[config.mk]
export PLATFORM = sky130hd
export DESIGN_NAME = spi_fetch_unit
export DESIGN_NICKNAME = d
export VERILOG_FILES = /design/src/rtl/spi_fetch_unit.sv
export SDC_FILE = /design/constraint.sdc
export NUM_CORES = 1
export LEC_CHECK = 0
export ABC_AREA = 1
export CAP_MARGIN = 20
export CORE_MARGIN = 2
export CORE_UTILIZATION = 52
export DETAILED_ROUTE_END_ITERATION = 12
export PLACE_DENSITY = 0.84
export SETUP_SLACK_MARGIN = 0.2
export SYNTH_ARGS = -nofsm -noshare
export SYNTH_HDL_FRONTEND = slang
export SYNTH_SLANG_ARGS = --single-unit
[constraint.sdc]
create_clock -name clk -period 3 [get_ports clk]
set_input_delay 0.75 -clock clk [delete_from_list [all_inputs] [get_ports clk]]
set_output_delay 0.75 -clock clk [all_outputs]
set_load 0.02 [all_outputs]
[src/rtl/spi_fetch_unit.sv]
// spi_fetch_unit
// Sequences NBYTES single-byte reads on spi_read_byte for one core fetch and
// returns them as one big-endian word (byte at the request address in the MSBs).
// A per-byte watchdog turns a hung SPI transfer into an error response, after
// which the unit drains the stale completion before accepting new work.
// Optional feature macro: SPI_FETCH_PREFETCH_EN (speculative next-word prefetch).
module spi_fetch_unit #(
    parameter int ADDR_W  = 8,
    parameter int NBYTES  = 2,
    parameter int TIMEOUT = 1023
) (
    input  logic                 clk,
    input  logic                 rst,
    input  logic                 req_valid,
    output logic                 req_ready,
    input  logic [ADDR_W-1:0]    req_addr,
    output logic                 rsp_valid,
    input  logic                 rsp_ready,
    output logic [8*NBYTES-1:0]  rsp_data,
    output logic                 rsp_err,
    output logic                 rd_start,
    output logic [ADDR_W-1:0]    rd_addr,
    input  logic                 rd_done,
    input  logic [7:0]           rd_data
);

    localparam int IDX_W = (NBYTES > 1) ? $clog2(NBYTES) : 1;
    localparam int CNT_W = $clog2(TIMEOUT + 1);
    localparam logic [IDX_W-1:0] LAST_IDX  = IDX_W'(NBYTES - 1);
    localparam logic [CNT_W-1:0] CNT_LIMIT = CNT_W'(TIMEOUT - 1);

    typedef enum logic [2:0] {
        IDLE,
        ISSUE,
        WAIT,
        RESP,
        FLUSH
    } state_t;

    state_t              state_q, state_d;
    logic [ADDR_W-1:0]   base_q,  base_d;
    logic [IDX_W-1:0]    idx_q,   idx_d;
    logic [8*NBYTES-1:0] asm_q,   asm_d;
    logic [CNT_W-1:0]    cnt_q,   cnt_d;
    logic                err_q,   err_d;

    logic                req_fire;
    logic                last_byte;
    logic                timed_out;
    logic [8*NBYTES-1:0] asm_with_byte;

`ifdef SPI_FETCH_PREFETCH_EN
    // Prefetch bookkeeping. The assembly register doubles as the one-word
    // buffer and base_q doubles as its tag, so a hit needs no data movement.
    logic                pf_active_q,  pf_active_d;
    logic                pf_pending_q, pf_pending_d;
    logic [ADDR_W-1:0]   pend_addr_q,  pend_addr_d;
    logic                buf_valid_q,  buf_valid_d;
    logic                pf_arm_q,     pf_arm_d;

    logic                tag_match;
    logic                join_now;
    logic                redirect_now;
    logic                pf_eff;
    logic                redirect_eff;
    logic [ADDR_W-1:0]   redirect_addr;
`endif

    assign req_fire  = req_valid && req_ready;
    assign last_byte = (idx_q == LAST_IDX);
    assign timed_out = (cnt_q == CNT_LIMIT);

    assign rd_start  = (state_q == ISSUE);
    assign rd_addr   = base_q + ADDR_W'(idx_q);
    assign rsp_valid = (state_q == RESP);
    assign rsp_data  = asm_q;
    assign rsp_err   = err_q;

`ifdef SPI_FETCH_PREFETCH_EN
    // Classify a request arriving while a speculative fetch is running:
    // a tag hit joins it, anything else redirects once the current byte lands.
    always_comb begin
        tag_match     = (req_addr == base_q);
        join_now      = pf_active_q && req_fire && tag_match;
        redirect_now  = pf_active_q && req_fire && !tag_match;
        pf_eff        = pf_active_q && !join_now;
        redirect_eff  = pf_pending_q || redirect_now;
        redirect_addr = pf_pending_q ? pend_addr_q : req_addr;
    end
`endif

    // Requests are accepted only when idle (and never in the reset cycle);
    // with prefetch enabled a running speculative fetch also accepts one.
    always_comb begin
        req_ready = (state_q == IDLE) && !rst;
`ifdef SPI_FETCH_PREFETCH_EN
        if (pf_active_q && !pf_pending_q && !rst &&
            ((state_q == ISSUE) || (state_q == WAIT))) begin
            req_ready = 1'b1;
        end
`endif
    end

    // Merge the returning byte into its big-endian slot of the assembly word.
    always_comb begin
        asm_with_byte = asm_q;
        for (int i = 0; i < NBYTES; i++) begin
            if (idx_q == IDX_W'(NBYTES - 1 - i)) begin
                asm_with_byte[8*i +: 8] = rd_data;
            end
        end
    end

    // Next-state and datapath update for the fetch sequencer.
    always_comb begin
        state_d = state_q;
        base_d  = base_q;
        idx_d   = idx_q;
        asm_d   = asm_q;
        cnt_d   = cnt_q;
        err_d   = err_q;
`ifdef SPI_FETCH_PREFETCH_EN
        pf_active_d  = pf_active_q;
        pf_pending_d = pf_pending_q;
        pend_addr_d  = pend_addr_q;
        buf_valid_d  = buf_valid_q;
        pf_arm_d     = pf_arm_q;
`endif

        unique case (state_q)
            IDLE: begin
`ifdef SPI_FETCH_PREFETCH_EN
                if (req_fire) begin
                    pf_arm_d    = 1'b0;
                    buf_valid_d = 1'b0;
                    err_d       = 1'b0;
                    if (buf_valid_q && tag_match) begin
                        state_d = RESP;
                    end else begin
                        base_d  = req_addr;
                        idx_d   = '0;
                        asm_d   = '0;
                        state_d = ISSUE;
                    end
                end else if (pf_arm_q) begin
                    pf_arm_d    = 1'b0;
                    pf_active_d = 1'b1;
                    base_d      = base_q + ADDR_W'(NBYTES);
                    idx_d       = '0;
                    asm_d       = '0;
                    err_d       = 1'b0;
                    state_d     = ISSUE;
                end
`else
                if (req_fire) begin
                    base_d  = req_addr;
                    idx_d   = '0;
                    asm_d   = '0;
                    err_d   = 1'b0;
                    state_d = ISSUE;
                end
`endif
            end

            ISSUE: begin
                cnt_d   = '0;
                state_d = WAIT;
`ifdef SPI_FETCH_PREFETCH_EN
                if (join_now) begin
                    pf_active_d = 1'b0;
                end
                if (redirect_now) begin
                    pf_pending_d = 1'b1;
                    pend_addr_d  = req_addr;
                end
`endif
            end

            WAIT: begin
`ifdef SPI_FETCH_PREFETCH_EN
                if (join_now) begin
                    pf_active_d = 1'b0;
                end
                if (redirect_now) begin
                    pf_pending_d = 1'b1;
                    pend_addr_d  = req_addr;
                end
                if (rd_done) begin
                    asm_d = asm_with_byte;
                    if (redirect_eff) begin
                        base_d       = redirect_addr;
                        idx_d        = '0;
                        asm_d        = '0;
                        err_d        = 1'b0;
                        pf_active_d  = 1'b0;
                        pf_pending_d = 1'b0;
                        state_d      = ISSUE;
                    end else if (!last_byte) begin
                        idx_d   = idx_q + IDX_W'(1);
                        state_d = ISSUE;
                    end else if (pf_eff) begin
                        pf_active_d = 1'b0;
                        buf_valid_d = 1'b1;
                        state_d     = IDLE;
                    end else begin
                        state_d = RESP;
                    end
                end else if (timed_out) begin
                    if (redirect_eff) begin
                        pf_active_d  = 1'b0;
                        pf_pending_d = 1'b1;
                        pend_addr_d  = redirect_addr;
                        state_d      = FLUSH;
                    end else if (pf_eff) begin
                        pf_active_d = 1'b0;
                        state_d     = FLUSH;
                    end else begin
                        err_d   = 1'b1;
                        state_d = RESP;
                    end
                end else begin
                    cnt_d = cnt_q + CNT_W'(1);
                end
`else
                if (rd_done) begin
                    asm_d = asm_with_byte;
                    if (last_byte) begin
                        state_d = RESP;
                    end else begin
                        idx_d   = idx_q + IDX_W'(1);
                        state_d = ISSUE;
                    end
                end else if (timed_out) begin
                    err_d   = 1'b1;
                    state_d = RESP;
                end else begin
                    cnt_d = cnt_q + CNT_W'(1);
                end
`endif
            end

            RESP: begin
                if (rsp_ready) begin
                    state_d = err_q ? FLUSH : IDLE;
`ifdef SPI_FETCH_PREFETCH_EN
                    pf_arm_d = !err_q;
`endif
                end
            end

            FLUSH: begin
                if (rd_done) begin
`ifdef SPI_FETCH_PREFETCH_EN
                    if (pf_pending_q) begin
                        base_d       = pend_addr_q;
                        idx_d        = '0;
                        asm_d        = '0;
                        err_d        = 1'b0;
                        pf_pending_d = 1'b0;
                        state_d      = ISSUE;
                    end else begin
                        state_d = IDLE;
                    end
`else
                    state_d = IDLE;
`endif
                end
            end

            default: begin
                state_d = IDLE;
            end
        endcase
    end

    // State and datapath registers; reset abandons any transfer in flight.
    always_ff @(posedge clk) begin
        if (rst) begin
            state_q <= IDLE;
            base_q  <= '0;
            idx_q   <= '0;
            asm_q   <= '0;
            cnt_q   <= '0;
            err_q   <= 1'b0;
        end else begin
            state_q <= state_d;
            base_q  <= base_d;
            idx_q   <= idx_d;
            asm_q   <= asm_d;
            cnt_q   <= cnt_d;
            err_q   <= err_d;
        end
    end

`ifdef SPI_FETCH_PREFETCH_EN
    // Prefetch registers; reset drops the buffer and any speculative fetch.
    always_ff @(posedge clk) begin
        if (rst) begin
            pf_active_q  <= 1'b0;
            pf_pending_q <= 1'b0;
            pend_addr_q  <= '0;
            buf_valid_q  <= 1'b0;
            pf_arm_q     <= 1'b0;
        end else begin
            pf_active_q  <= pf_active_d;
            pf_pending_q <= pf_pending_d;
            pend_addr_q  <= pend_addr_d;
            buf_valid_q  <= buf_valid_d;
            pf_arm_q     <= pf_arm_d;
        end
    end
`endif

endmodule

### Word level (Yosys, flattened, before mapping)

Cells that the tools add are included.
Widths: inputs -> output; s select.

| word-level totals | value |
|---|---|
| output and inout bits | 28 |
| register bits after elaboration | 39 |
| word-level logic and storage cells | 61 |
| input bits | 21 |

| operators by class | value |
|---|---|
| reduce and logical (&&, ||, !) cells | 13 |
| mux-type cells | 23 |
| equality and inequality tests | 15 |
| $add $sub $neg | 3 |

Operators with widths:

| kind | count |
|---|---|
| $mux 16 | 2 |
| $pmux 16 s2 | 1 |
| $mux 10 | 2 |
| $pmux 10 s2 | 1 |
| $mux 3 | 6 |
| $mux 8 | 2 |
| $ne 2x2->1 const B | 8 |
| $reduce_and 4->1 | 4 |
| $pmux 3 s5 | 1 |
| $add 10x1->10 const B | 1 |
| $eq 10x10->1 const B | 1 |
| $add 8x1->8 | 1 |
| $eq 3x2->1 const B | 2 |
| $reduce_and 3->1 | 2 |
| $mux 1 | 5 |
| $pmux 1 s2 | 2 |
| $reduce_bool 2->1 | 2 |
| $eq 3x1->1 const B | 1 |
| $eq 3x3->1 const B | 1 |
| $logic_not 3->1 | 1 |
| $ne 3x3->1 const B | 1 |
| $logic_and 1x1->1 | 2 |
| $mux 2 | 1 |
| $ne 2x1->1 const B | 1 |
| 3 further kinds | 3 |

### Longest topological paths before layout

Gate-level depths: netlist of the first run.

| depth | value |
|---|---|
| depth in word-level cells | 5 |
| mapped depth | 11 |
| gate-level depth less buffers | 10 |

### Worst setup path after synthesis of the first run

OpenSTA, ideal clock, no wires.

| timing path | value |
|---|---|
| path kind | register to output |
| start | register idx_q |
| end | output port rd_addr[6] |
| buffers on the path | 0 |
| setup slack | 1,017 ps |
| arrival time | 1,233 ps |
| required time | 2,250 ps |
| stages on the path, launching flop included | 6 |
| path through | dfxtp_1 ha_1 ha_1 nand3_1 nor2_1 xor2_1 |

| on the way | value |
|---|---|
| cells in the longest elaborated chain, start to end | 1 |

RTL lines:

| item | RTL line | source |
|---|---|---|
| start, declared | 42 | `logic [IDX_W-1:0] idx_q, idx_d;` |
| start signal, assigned | 288 | `idx_q <= idx_d;` |
| $add 8x1->8 | 74 | `assign rd_addr = base_q + ADDR_W'(idx_q);` |
| end, declared | 22 | `output logic [ADDR_W-1:0] rd_addr,` |

Every way passes these cells.

### Worst setup path after layout of the first run

| timing path | value |
|---|---|
| start | register idx_q |
| end | output port rd_addr[4] |

Same word-level chain as after synthesis.

==> flow_metrics.tcl, run 1 <==
set metrics [dict create \
    avgSynthCellArea_um2 7.134 \
    end_kind "output pin" \
    numCtsBuffers 5 \
    insertion_delay_ns 0.29 \
    vias_per_cell 5.110 \
    coreArea_um2 3633 \
    wl_per_cell_um 11.77 \
    drt_iter0_markers 136 \
    leakage_nw 1.105 \
    worstMarginPinSlew_ns 0.4976 \
    drtAntennaViolNets 0 \
    hold_path.class "reg -> reg" \
    critPathLaunchType "flop" \
    finalMaxSlewViolations 0 \
    grt_pass1_vias 1760 \
    worst_slack_ns 0.3288 \
    hold_slack_ns 0.4689 \
    finalClockSkew_ns 0.007942 \
    pin_count 49 \
    synth.net_count 300 \
    clock_path_buffers 2 \
    via_count 1906 \
    fp.dieH_um 65.43 \
    start_util 0.5399 \
    postPlaceCellArea_um2 2472 \
    final_nets 349 \
    ys_ff_latch 39 \
    design_area_um2 2592 \
    fp.dieArea_um2 4280 \
    ir_worst_vdd_mv 0.4974 \
    maxCapViolCount 0 \
    seq_area_um2 780.7 \
    multi_input_area_um2 1020 \
    port_buffers 48 \
    drt_wl_total_um 4391 \
    grt-busiest-layer "met2" \
    htreeDepth 2 \
    max_slew_margin 0.6679 \
    drtPass1Iterations 4 \
    cts-root-buf "clkbuf_8" \
    area_growth_pct 32.14 \
    preCtsSetupSlack_ns 0.2374 \
    gr-usage-met2 0.3827 \
    fill_cells 317 \
    outcome "complete, no violations" \
    drive_gt1_frac 0.08000 \
    finalSetupViolations 0 \
    p_total_mw 2.003 \
    hpwl_um 3350 \
    synthCells 275 \
    grt_pass1_wl_um 7410 \
    track_usage 0.2224 \
    gp_congestion 0.8491 \
    yosysWarnings 0 \
    worstPathArrival_ns 1.92 \
    power.density_nw_per_um2 772.7 \
    postCtsHoldBufs 0 \
    diodes 0 \
    synth_area_um2 1962 \
    worst-endpoint-required_ns 2.25 \
    row_count 22 \
    max_freq_mhz 374.4 \
    gr-usage-met3 0.04966 \
    seq_area_frac_synth 0.3980 \
    overflow 0 \
    fin_setup_tns_ns 0 \
    cts_sinks 39 \
    synth.distinct_cells 30 \
    use_met1 0.2654 \
    tritoncts "yes" \
    cp_max_fo 3 \
    die_w_um 65.43 \
    fin_crit_ns 2.671 \
    path_clk_slew_ns 0.08 \
    finalCritPeriodShare 0.8904 \
    criticalPathCategory "reg -> out" \
    grt_start_max_net_pins 21 \
    drc 0 \
    rsz0062_at_grt "no" \
    grt_antenna_before_repair 0 \
    finalHoldViolations 0 \
]
-- timing repair --
action | 4_1_cts | 5_1_grt
buffers inserted | 0 | 0
gates resized for setup | 0 | 3
endpoints found under the setup margin | 0 | 3
-- cell type report --
class	count	area share
repair buffers	50	0.1940
inverters	31	0.04488
flip-flops and latches	39	0.3012
multi-input cells	197	0.3933
clock buffers	5	0.02654
clock inverters	3	0.01689
well taps	48	0.02317
-- Yosys cell counts --
cell | number | area share
a21o_1 | 2 | 0.0077
a21oi_1 | 24 | 0.061
a21oi_2 | 1 | 0.0045
a31oi_1 | 1 | 0.0032
buf_1 | 1 | 0.0019
buf_2 | 3 | 0.0077
buf_4 | 1 | 0.0038
buf_6 | 1 | 0.0057
clkbuf_1 | 2 | 0.0038
dfxtp_1 | 39 | 0.40
ha_1 | 4 | 0.026
inv_1 | 29 | 0.055
inv_2 | 2 | 0.0038
nand2_1 | 47 | 0.090
nand2_2 | 3 | 0.0096
nand2_4 | 3 | 0.017
nand3_1 | 29 | 0.074
nand3_4 | 1 | 0.0089
nand3b_1 | 1 | 0.0038
nand4_1 | 10 | 0.032
nor2_1 | 42 | 0.080
nor2_2 | 1 | 0.0032
nor2_4 | 2 | 0.011
nor3_2 | 2 | 0.010
o21a_1 | 1 | 0.0038
o21ai_0 | 14 | 0.036
o21ai_1 | 1 | 0.0025
o21ai_2 | 1 | 0.0045
o21bai_1 | 1 | 0.0038
xor2_1 | 6 | 0.027
-- flip-flops by register name, summed over array words and instances (netlist names) --
signal and cells:
rsp_data 16, base_q 8, cnt_q 10, state_q 3
idx_q 1, rsp_err 1
-- cells by family (layout without fill, tap and decap cells) --
family                     after synthesis  in the layout  share of synthesized area
xor gates and xnor gates                 6              6                    0.02679
AOI/OAI and AO/OA                       46             46                     0.1269
adders and majority gates                4              4                    0.02551
buffers and inverters                   39             89                    0.08227
DFF                                     39             39                     0.3980
and+or+nand+nor                        141            141                     0.3406
-- through the flow --
step | cells | utilization
3_3_place_gp | 365 | 0.6804
6_report | 373 | 0.7135
2_1_floorplan | 275 | -
3_5_place_dp | 365 | 0.6804
5_1_grt | 373 | 0.7135
4_1_cts | 373 | 0.7114
-- placed cells by master (no fill, tap or decap), drive strengths merged, types with 3 or more instances in the layout --
cell type      instances
dlymetal6s2s           3
o21ai                 16
nand4                 10
xor2                   6
a21oi                 25
clkdlybuf4s50         45
nand2                 53
inv                   31
nor2                  45
clkbuf                 5
dfxtp                 39
nand3                 30
ha                     4
-- worst max-delay path: stages, from the launching register on --
cell	delay [ns]
dfxtp_1	0.33
ha_1	0.20
ha_1	0.22
nand3_1	0.11
xor2_1	0.15
clkdlybuf4s50_1	0.61
-- path summary, 6_finish.rpt --
| path | start | endpoint | slack (ns) | cells past startpoint |
|---|---|---|---|---|
| worst max-delay path | idx_q | rd_addr[4] | 0.33 | 5 |
| worst min-delay path | rsp_data[1] | rsp_data[1] | 0.47 | 2 |
| worst max register to register | state_q[2] | rsp_data[11] | 1.19 | 7 |
| worst min register to register | rsp_data[1] | rsp_data[1] | 0.47 | 2 |
-- routing by layer --
| layer | up-vias | wire length [µm] | share of wire |
|---|---|---|---|
| met5 | - | 0 | 0 |
| met4 | 0 | 93 | 0.021 |
| li1 | 996 | - | - |
| met3 | 10 | 231 | 0.053 |
| met2 | 69 | 2096 | 0.48 |
| met1 | 831 | 1970 | 0.45 |
-- power by group --
group / internal [mW] / total, mW / leakage [nW] / switching, mW
logic: 0.329 / 0.873 / 0.729 / 0.543
clock network: 0.247 / 0.432 / 0.0581 / 0.184
registers: 0.622 / 0.699 / 0.318 / 0.0773
total: 1.20 / 2.00 / 1.11 / 0.805
No activity file was read; power rests on OpenSTA's default activity.
==> inputs of run 2 (changes only) <==
--- a/config.mk
+++ b/config.mk
@@ -6,6 +6,7 @@
 export NUM_CORES = 1
 export LEC_CHECK = 0
 export ABC_AREA = 1
+export ABC_CLOCK_PERIOD_IN_PS = 3000
 export CAP_MARGIN = 20
 export CORE_MARGIN = 2
 export CORE_UTILIZATION = 52
==> results of run 2 <==
Final layout, timing and power as in run 1 (identical DEF).
